$ cat src/rtl/party_select_fsm.sv
// rtl/party_select_fsm.sv - party chooser / roam / battle game-state controller
// Keyboard-driven cursor and team picker feeding a roam-battle loop.
module party_select_fsm #(
  parameter int N_COLS      = 4,
  parameter int N_ROWS      = 2,
  parameter int TEAM_SIZE   = 3,
  parameter int ID_W        = 3,
  parameter int ROAM_CYCLES = 16
) (
  input  logic                           Clk,
  input  logic                           Reset,
  input  logic [7:0]                     keycode,
  input  logic                           end_battle,
  input  logic                           result,
  output logic [1:0]                     state,
  output logic                           is_start,
  output logic                           is_battle,
  output logic                           is_end,
  output logic [ID_W-1:0]                cur_choice,
  output logic [TEAM_SIZE*ID_W-1:0]      team,
  output logic [$clog2(TEAM_SIZE+1)-1:0] num_chosen,
  output logic                           team_full,
  output logic                           dup_err
);

  localparam int NC_W  = $clog2(TEAM_SIZE + 1);
  localparam int COL_W = (N_COLS > 1) ? $clog2(N_COLS) : 1;
  localparam int ROW_W = (N_ROWS > 1) ? $clog2(N_ROWS) : 1;
  localparam int CNT_W = (ROAM_CYCLES > 1) ? $clog2(ROAM_CYCLES) : 1;

  localparam logic [7:0] KEY_W     = 8'h1A;
  localparam logic [7:0] KEY_A     = 8'h04;
  localparam logic [7:0] KEY_S     = 8'h16;
  localparam logic [7:0] KEY_D     = 8'h07;
  localparam logic [7:0] KEY_ENTER = 8'h28;
  localparam logic [7:0] KEY_BKSP  = 8'h2A;

  typedef enum logic [1:0] {
    ST_START  = 2'b00,
    ST_ROAM   = 2'b01,
    ST_BATTLE = 2'b10,
    ST_END    = 2'b11
  } state_t;

  state_t           r_state, w_state_nxt;
  logic [7:0]       r_prev_key;
  logic [COL_W-1:0] r_col, w_col_nxt;
  logic [ROW_W-1:0] r_row, w_row_nxt;
  logic [ID_W-1:0]  r_cur, w_cur_nxt;
  logic [ID_W-1:0]  r_team [TEAM_SIZE];
  logic [ID_W-1:0]  w_team_nxt [TEAM_SIZE];
  logic [NC_W-1:0]  r_num, w_num_nxt;
  logic [CNT_W-1:0] r_cnt, w_cnt_nxt;
  logic             r_dup, w_dup_nxt;
  logic             r_full;
  logic             r_is_start, r_is_battle, r_is_end;
  logic             w_press;
  logic             w_dup_hit;

  // A held key produces a single event: only a change to a nonzero code counts.
  assign w_press = (keycode != 8'h00) && (keycode != r_prev_key);

  always_comb begin
    w_dup_hit = 1'b0;
    for (int k = 0; k < TEAM_SIZE; k++) begin
      if ((NC_W'(k) < r_num) && (r_team[k] == r_cur)) w_dup_hit = 1'b1;
    end
  end

  always_comb begin
    w_state_nxt = r_state;
    w_col_nxt   = r_col;
    w_row_nxt   = r_row;
    w_num_nxt   = r_num;
    w_cnt_nxt   = '0;
    w_dup_nxt   = 1'b0;
    w_team_nxt  = r_team;
    case (r_state)
      ST_START: begin
        if (w_press) begin
          case (keycode)
            KEY_A: w_col_nxt = (r_col == '0) ? COL_W'(N_COLS - 1) : r_col - 1'b1;
            KEY_D: w_col_nxt = (r_col == COL_W'(N_COLS - 1)) ? '0 : r_col + 1'b1;
            KEY_W: w_row_nxt = (r_row == '0) ? ROW_W'(N_ROWS - 1) : r_row - 1'b1;
            KEY_S: w_row_nxt = (r_row == ROW_W'(N_ROWS - 1)) ? '0 : r_row + 1'b1;
            KEY_ENTER: begin
              if (r_full) begin
                w_state_nxt = ST_ROAM;
              end else if (w_dup_hit) begin
                w_dup_nxt = 1'b1;
              end else begin
                for (int k = 0; k < TEAM_SIZE; k++) begin
                  if (NC_W'(k) == r_num) w_team_nxt[k] = r_cur;
                end
                w_num_nxt = r_num + 1'b1;
              end
            end
            KEY_BKSP: begin
              if (r_num != '0) begin
                for (int k = 0; k < TEAM_SIZE; k++) begin
                  if (NC_W'(k) == (r_num - 1'b1)) w_team_nxt[k] = '0;
                end
                w_num_nxt = r_num - 1'b1;
              end
            end
            default: ;
          endcase
        end
      end
      ST_ROAM: begin
        // Counter starts at 0 on entry, so ROAM is held for exactly ROAM_CYCLES clocks.
        if (r_cnt == CNT_W'(ROAM_CYCLES - 1)) w_state_nxt = ST_BATTLE;
        else                                  w_cnt_nxt   = r_cnt + 1'b1;
      end
      ST_BATTLE: begin
        if (end_battle) w_state_nxt = result ? ST_ROAM : ST_END;
      end
      ST_END: begin
        if (w_press && (keycode == KEY_W)) begin
          w_state_nxt = ST_START;
          w_col_nxt   = '0;
          w_row_nxt   = '0;
          w_num_nxt   = '0;
          for (int k = 0; k < TEAM_SIZE; k++) w_team_nxt[k] = '0;
        end
      end
      default: w_state_nxt = ST_START;
    endcase
    w_cur_nxt = ID_W'(w_row_nxt) * ID_W'(N_COLS) + ID_W'(w_col_nxt);
  end

  always_ff @(posedge Clk) begin
    if (Reset) begin
      r_state     <= ST_START;
      r_prev_key  <= 8'h00;
      r_col       <= '0;
      r_row       <= '0;
      r_cur       <= '0;
      r_num       <= '0;
      r_cnt       <= '0;
      r_dup       <= 1'b0;
      r_full      <= 1'b0;
      r_is_start  <= 1'b1;
      r_is_battle <= 1'b0;
      r_is_end    <= 1'b0;
      for (int k = 0; k < TEAM_SIZE; k++) r_team[k] <= '0;
    end else begin
      r_state     <= w_state_nxt;
      r_prev_key  <= keycode;
      r_col       <= w_col_nxt;
      r_row       <= w_row_nxt;
      r_cur       <= w_cur_nxt;
      r_num       <= w_num_nxt;
      r_cnt       <= w_cnt_nxt;
      r_dup       <= w_dup_nxt;
      r_full      <= (w_num_nxt == NC_W'(TEAM_SIZE));
      r_is_start  <= (w_state_nxt == ST_START);
      r_is_battle <= (w_state_nxt == ST_BATTLE);
      r_is_end    <= (w_state_nxt == ST_END);
      r_team      <= w_team_nxt;
    end
  end

  always_comb begin
    team = '0;
    for (int k = 0; k < TEAM_SIZE; k++) team[k*ID_W +: ID_W] = r_team[k];
  end

  assign state      = r_state;
  assign is_start   = r_is_start;
  assign is_battle  = r_is_battle;
  assign is_end     = r_is_end;
  assign cur_choice = r_cur;
  assign num_chosen = r_num;
  assign team_full  = r_full;
  assign dup_err    = r_dup;

endmodule

$ cat config.mk
export PLATFORM = sky130hd
export DESIGN_NAME = party_select_fsm
export DESIGN_NICKNAME = d
export VERILOG_FILES = /design/src/rtl/party_select_fsm.sv
export SDC_FILE = /design/constraint.sdc
export NUM_CORES = 1
export LEC_CHECK = 0
export ABC_CLOCK_PERIOD_IN_PS = 3100
export BUFFER_PORTS_ARGS = -buffer_cell sky130_fd_sc_hd__buf_4
export CELL_PAD_IN_SITES_DETAIL_PLACEMENT = 1
export CELL_PAD_IN_SITES_GLOBAL_PLACEMENT = 1
export CORE_ASPECT_RATIO = 2
export CORE_MARGIN = 10
export CORE_UTILIZATION = 44
export CTS_BUF_LIST = sky130_fd_sc_hd__clkbuf_2
export CTS_CLUSTER_DIAMETER = 150
export DETAILED_ROUTE_END_ITERATION = 6
export PLACE_DENSITY_LB_ADDON = 0.1
export SLEW_MARGIN = 20
export SYNTH_ARGS = -nofsm -noshare
export SYNTH_HDL_FRONTEND = slang
export SYNTH_SLANG_ARGS = --single-unit
$ cat constraint.sdc
create_clock -name Clk -period 3.1 [get_ports Clk]
set_clock_uncertainty 0.2 [all_clocks]
set_input_delay 0.465 -clock Clk [delete_from_list [all_inputs] [get_ports Clk]]
set_output_delay 0.465 -clock Clk [all_outputs]
set_load 0.01 [all_outputs]
==> summary.txt <==
Floorplan
  • Die Y: 113 um
  • Starting Density: 46.2%
  • Core Region: 4130 um2
  • Die area: 7530 um2
  • I/O pin total: 33
  • Die X: 66.6 um
  • Row cnt: 33

CTS
  • CTS tree: yes
  • Number of H-tree levels: 2
  • CTS Buf Count: 5
  • Worst-skew pair later-pin latency: 0.39 ns
  • CTS Hold Bufs: 0
  • Max Root-Sink Buffers: 2
  • CTS clk-pin slew, worst paths: 0.18 ns
  • CTS Root Buffer Type: clkbuf_2
  • Cts repair resizes: 0
  • Postcts setup bufs: 0
  • # clock sinks: 33

Logic synthesis
  • Main synth FF type: dfxtp_1
  • FF+latch count, synth: 33
  • Syn Nets: 234
  • Mapped Area: 1910 um2
  • Most frequent cell after synthesis: dfxtp_1
  • Synth top area share: 34.6%
  • Syn. warnings: 0
  • Area leader, netlist: dfxtp_1
  • Commonest cells post-synth: dfxtp_1, xnor2_1, nor2_1, ha_1, inv_1
  • Syn avg cell area: 9.17 um2
  • Cells after Synth: 208
  • Async S/R FF share, synth: 0%
  • Sequential area share after synthesis: 34.6%
  • Largest cells by area after synthesis: dfxtp_1, ha_1, xnor2_1
  • Synth unique cells: 46
  • Post-synth EDFFs: 0

Timing
  • RSZ-0062 raised after global routing: false
  • Final WS setup: 0.373 ns
  • Fmax: 0.367 GHz
  • Fin crit share: 88.0%
  • Slew @ Worst Pin: 0.572 ns
  • Setup tns final: 0 ns
  • Slew Limit Fails: 0
  • Tmin final: 2.73 ns
  • Final setup fails: 0
  • Final hold viol count: 0
  • Rel. slew slack: 61.6%

Final layout
  • Multi-input logic area: 1150 um2
  • Layout cell share with drive strength beyond 1: 22.1%
  • Diodes inserted: 0
  • Register cell area after layout: 661 um2
  • Synthesis-to-layout area growth: 18.6%
  • Design area: 2260 um2
  • Fill cell total of the finished layout: 505
  • # nets final: 269

Setup path
  • CP max stage cell: or4_4
  • Critical path class: flop to flop
  • Critical path's top delay family: simple AND/OR/NAND/NOR gates
  • Max Fanout on Critical Path: 7
  • CP required: 3.18 ns
  • Bufs and invs on worst path: 1
  • Worst setup EP type: flop
  • Crit-path cells: inv_1, ha_1, or4_4, a41oi_1, o31ai_1, and2_1, a32o_1
  • Worst endpoint data arrival time: 2.81 ns
  • CP peak stage delay: 0.57 ns
  • Crit start category: flop

Routing
  • Routed Antenna Nets: 0
  • Via Count: 1760
  • DRC violations left: 0
  • Routed wire length: 5.68 mm
  • Detailed-routing iteration count for the pre-antenna-repair pass: 4
  • Wirelength per Cell: 19.2 um
  • DRT iter0 DRCs: 71
  • Vias per cell: 5.95

Place
  • Worst slack, placed: 0.278 ns
  • Routability cong.: 0.818
  • Port-buffer cells: 32
  • Placed Instance Area: 2200 um2
  • Placed wire-length estimate: 4.55 mm

Global route
  • Grt ovf: 0
  • Initial antenna violation count: 0
  • Largest net degree at the start of global routing: 20
  • Vias in the first global route: 1958
  • First-pass GRT wire length: 9.33 mm
  • GR Util All Layers: 15.9%

Power
  • PwrDens: 349 nW/um2
  • VDD IR-drop max: 0.225 mV
  • Leak pwr: 0.922 nW
  • Overall Power: 0.790 mW

Job
  • MaxCap Viol Count: 0

Worst hold path
  • Worst Hold Class: input port to flop

Status
  • Status: complete, no violations
## worst register-to-register path, delay by kind of cell, from the launching register on
family	cells	cell delay (ns)
buffers and inverters	1	0.17
flip-flops	1	0.50
AO/OA/AOI/OAI	3	0.68
AND/OR/NAND/NOR	2	0.80
adder cells (fa/ha/maj)	1	0.28
## area by class of cell
type	instances	area share, %
multi-input combinational	154	51.0
clock inverter	2	1.49
timing repair buffer	36	11.9
tap	52	2.88
inverter	13	2.16
sequential	33	29.2
clock buffer	6	1.33
## registers in the layout, summed over array words and instances (netlist names), named ones only
name        flops
team            9
is_battle       1
r_cnt           4
team_full       1
num_chosen      2
r_prev_key      8
is_start        1
is_end          1
state           2
dup_err         1
## cell families (layout without fill, tap and decap cells)
family	count (synthesis)	count (layout)	share of synthesized area, %
DFF	33	33	34.6
muxes	2	2	1.05
buffers and inverters	21	57	4.86
and+or+nand+nor	71	71	21.7
AOI/OAI and AO/OA	47	47	19.4
adders and majority gates	14	14	9.19
xor gates and xnor gates	20	20	9.19
## cells in the final DEF, fill, tap and decap left out, types with 6 or more instances in the layout
| cell | netlist | routed |
|---|---|---|
| nor2_1 | 15 | 15 |
| nand2_1 | 10 | 10 |
| nand3_1 | 8 | 8 |
| clkbuf_2 | 0 | 6 |
| nor2b_1 | 9 | 9 |
| buf_4 | 1 | 36 |
| xnor2_1 | 16 | 16 |
| and2_1 | 6 | 6 |
| nand4_1 | 8 | 8 |
| inv_1 | 13 | 13 |
| dfxtp_1 | 33 | 33 |
| a32o_1 | 9 | 9 |
| ha_1 | 14 | 14 |
| o21ai_0 | 6 | 6 |
## worst paths after layout
path	end	slack [ns]	cells past startpoint	startpoint
hold reg to reg	r_cnt[0]$_SDFF_PP0_	0.29	1	r_cnt[0]$_SDFF_PP0_
setup / recovery	team[5]$_SDFFE_PP0P_	0.37	7	num_chosen[0]$_SDFF_PP0_
setup reg to reg	team[5]$_SDFFE_PP0P_	0.37	7	num_chosen[0]$_SDFF_PP0_
hold / removal	r_prev_key[4]$_SDFF_PP0_	0.14	2	keycode[4]
## report_power, final
group	total [mW]	switching [mW]	internal, mW
sequential	0.434	0.00336	0.430
clock	0.288	0.150	0.138
combinational	0.0682	0.0391	0.0291
## stage by stage
stage	cells	hold WS [ns]	utilization [%]
3_3_place_gp	288	0.226	53.2
6_report	296	0.139	54.8
3_5_place_dp	288	0.278	53.2
5_1_grt	296	0.111	54.8
2_1_floorplan	208	0.218	-
4_1_cts	296	0.122	54.8
## metal layers
metal	routed length, um	global-route usage [%]	vias up
met5	0	0	-
met4	162	8.72	0
met3	192	3.46	13
met2	3280	31.0	36
met1	2040	13.5	878
li1	-	-	833
Note: power is estimated with default switching activity, not from simulation.
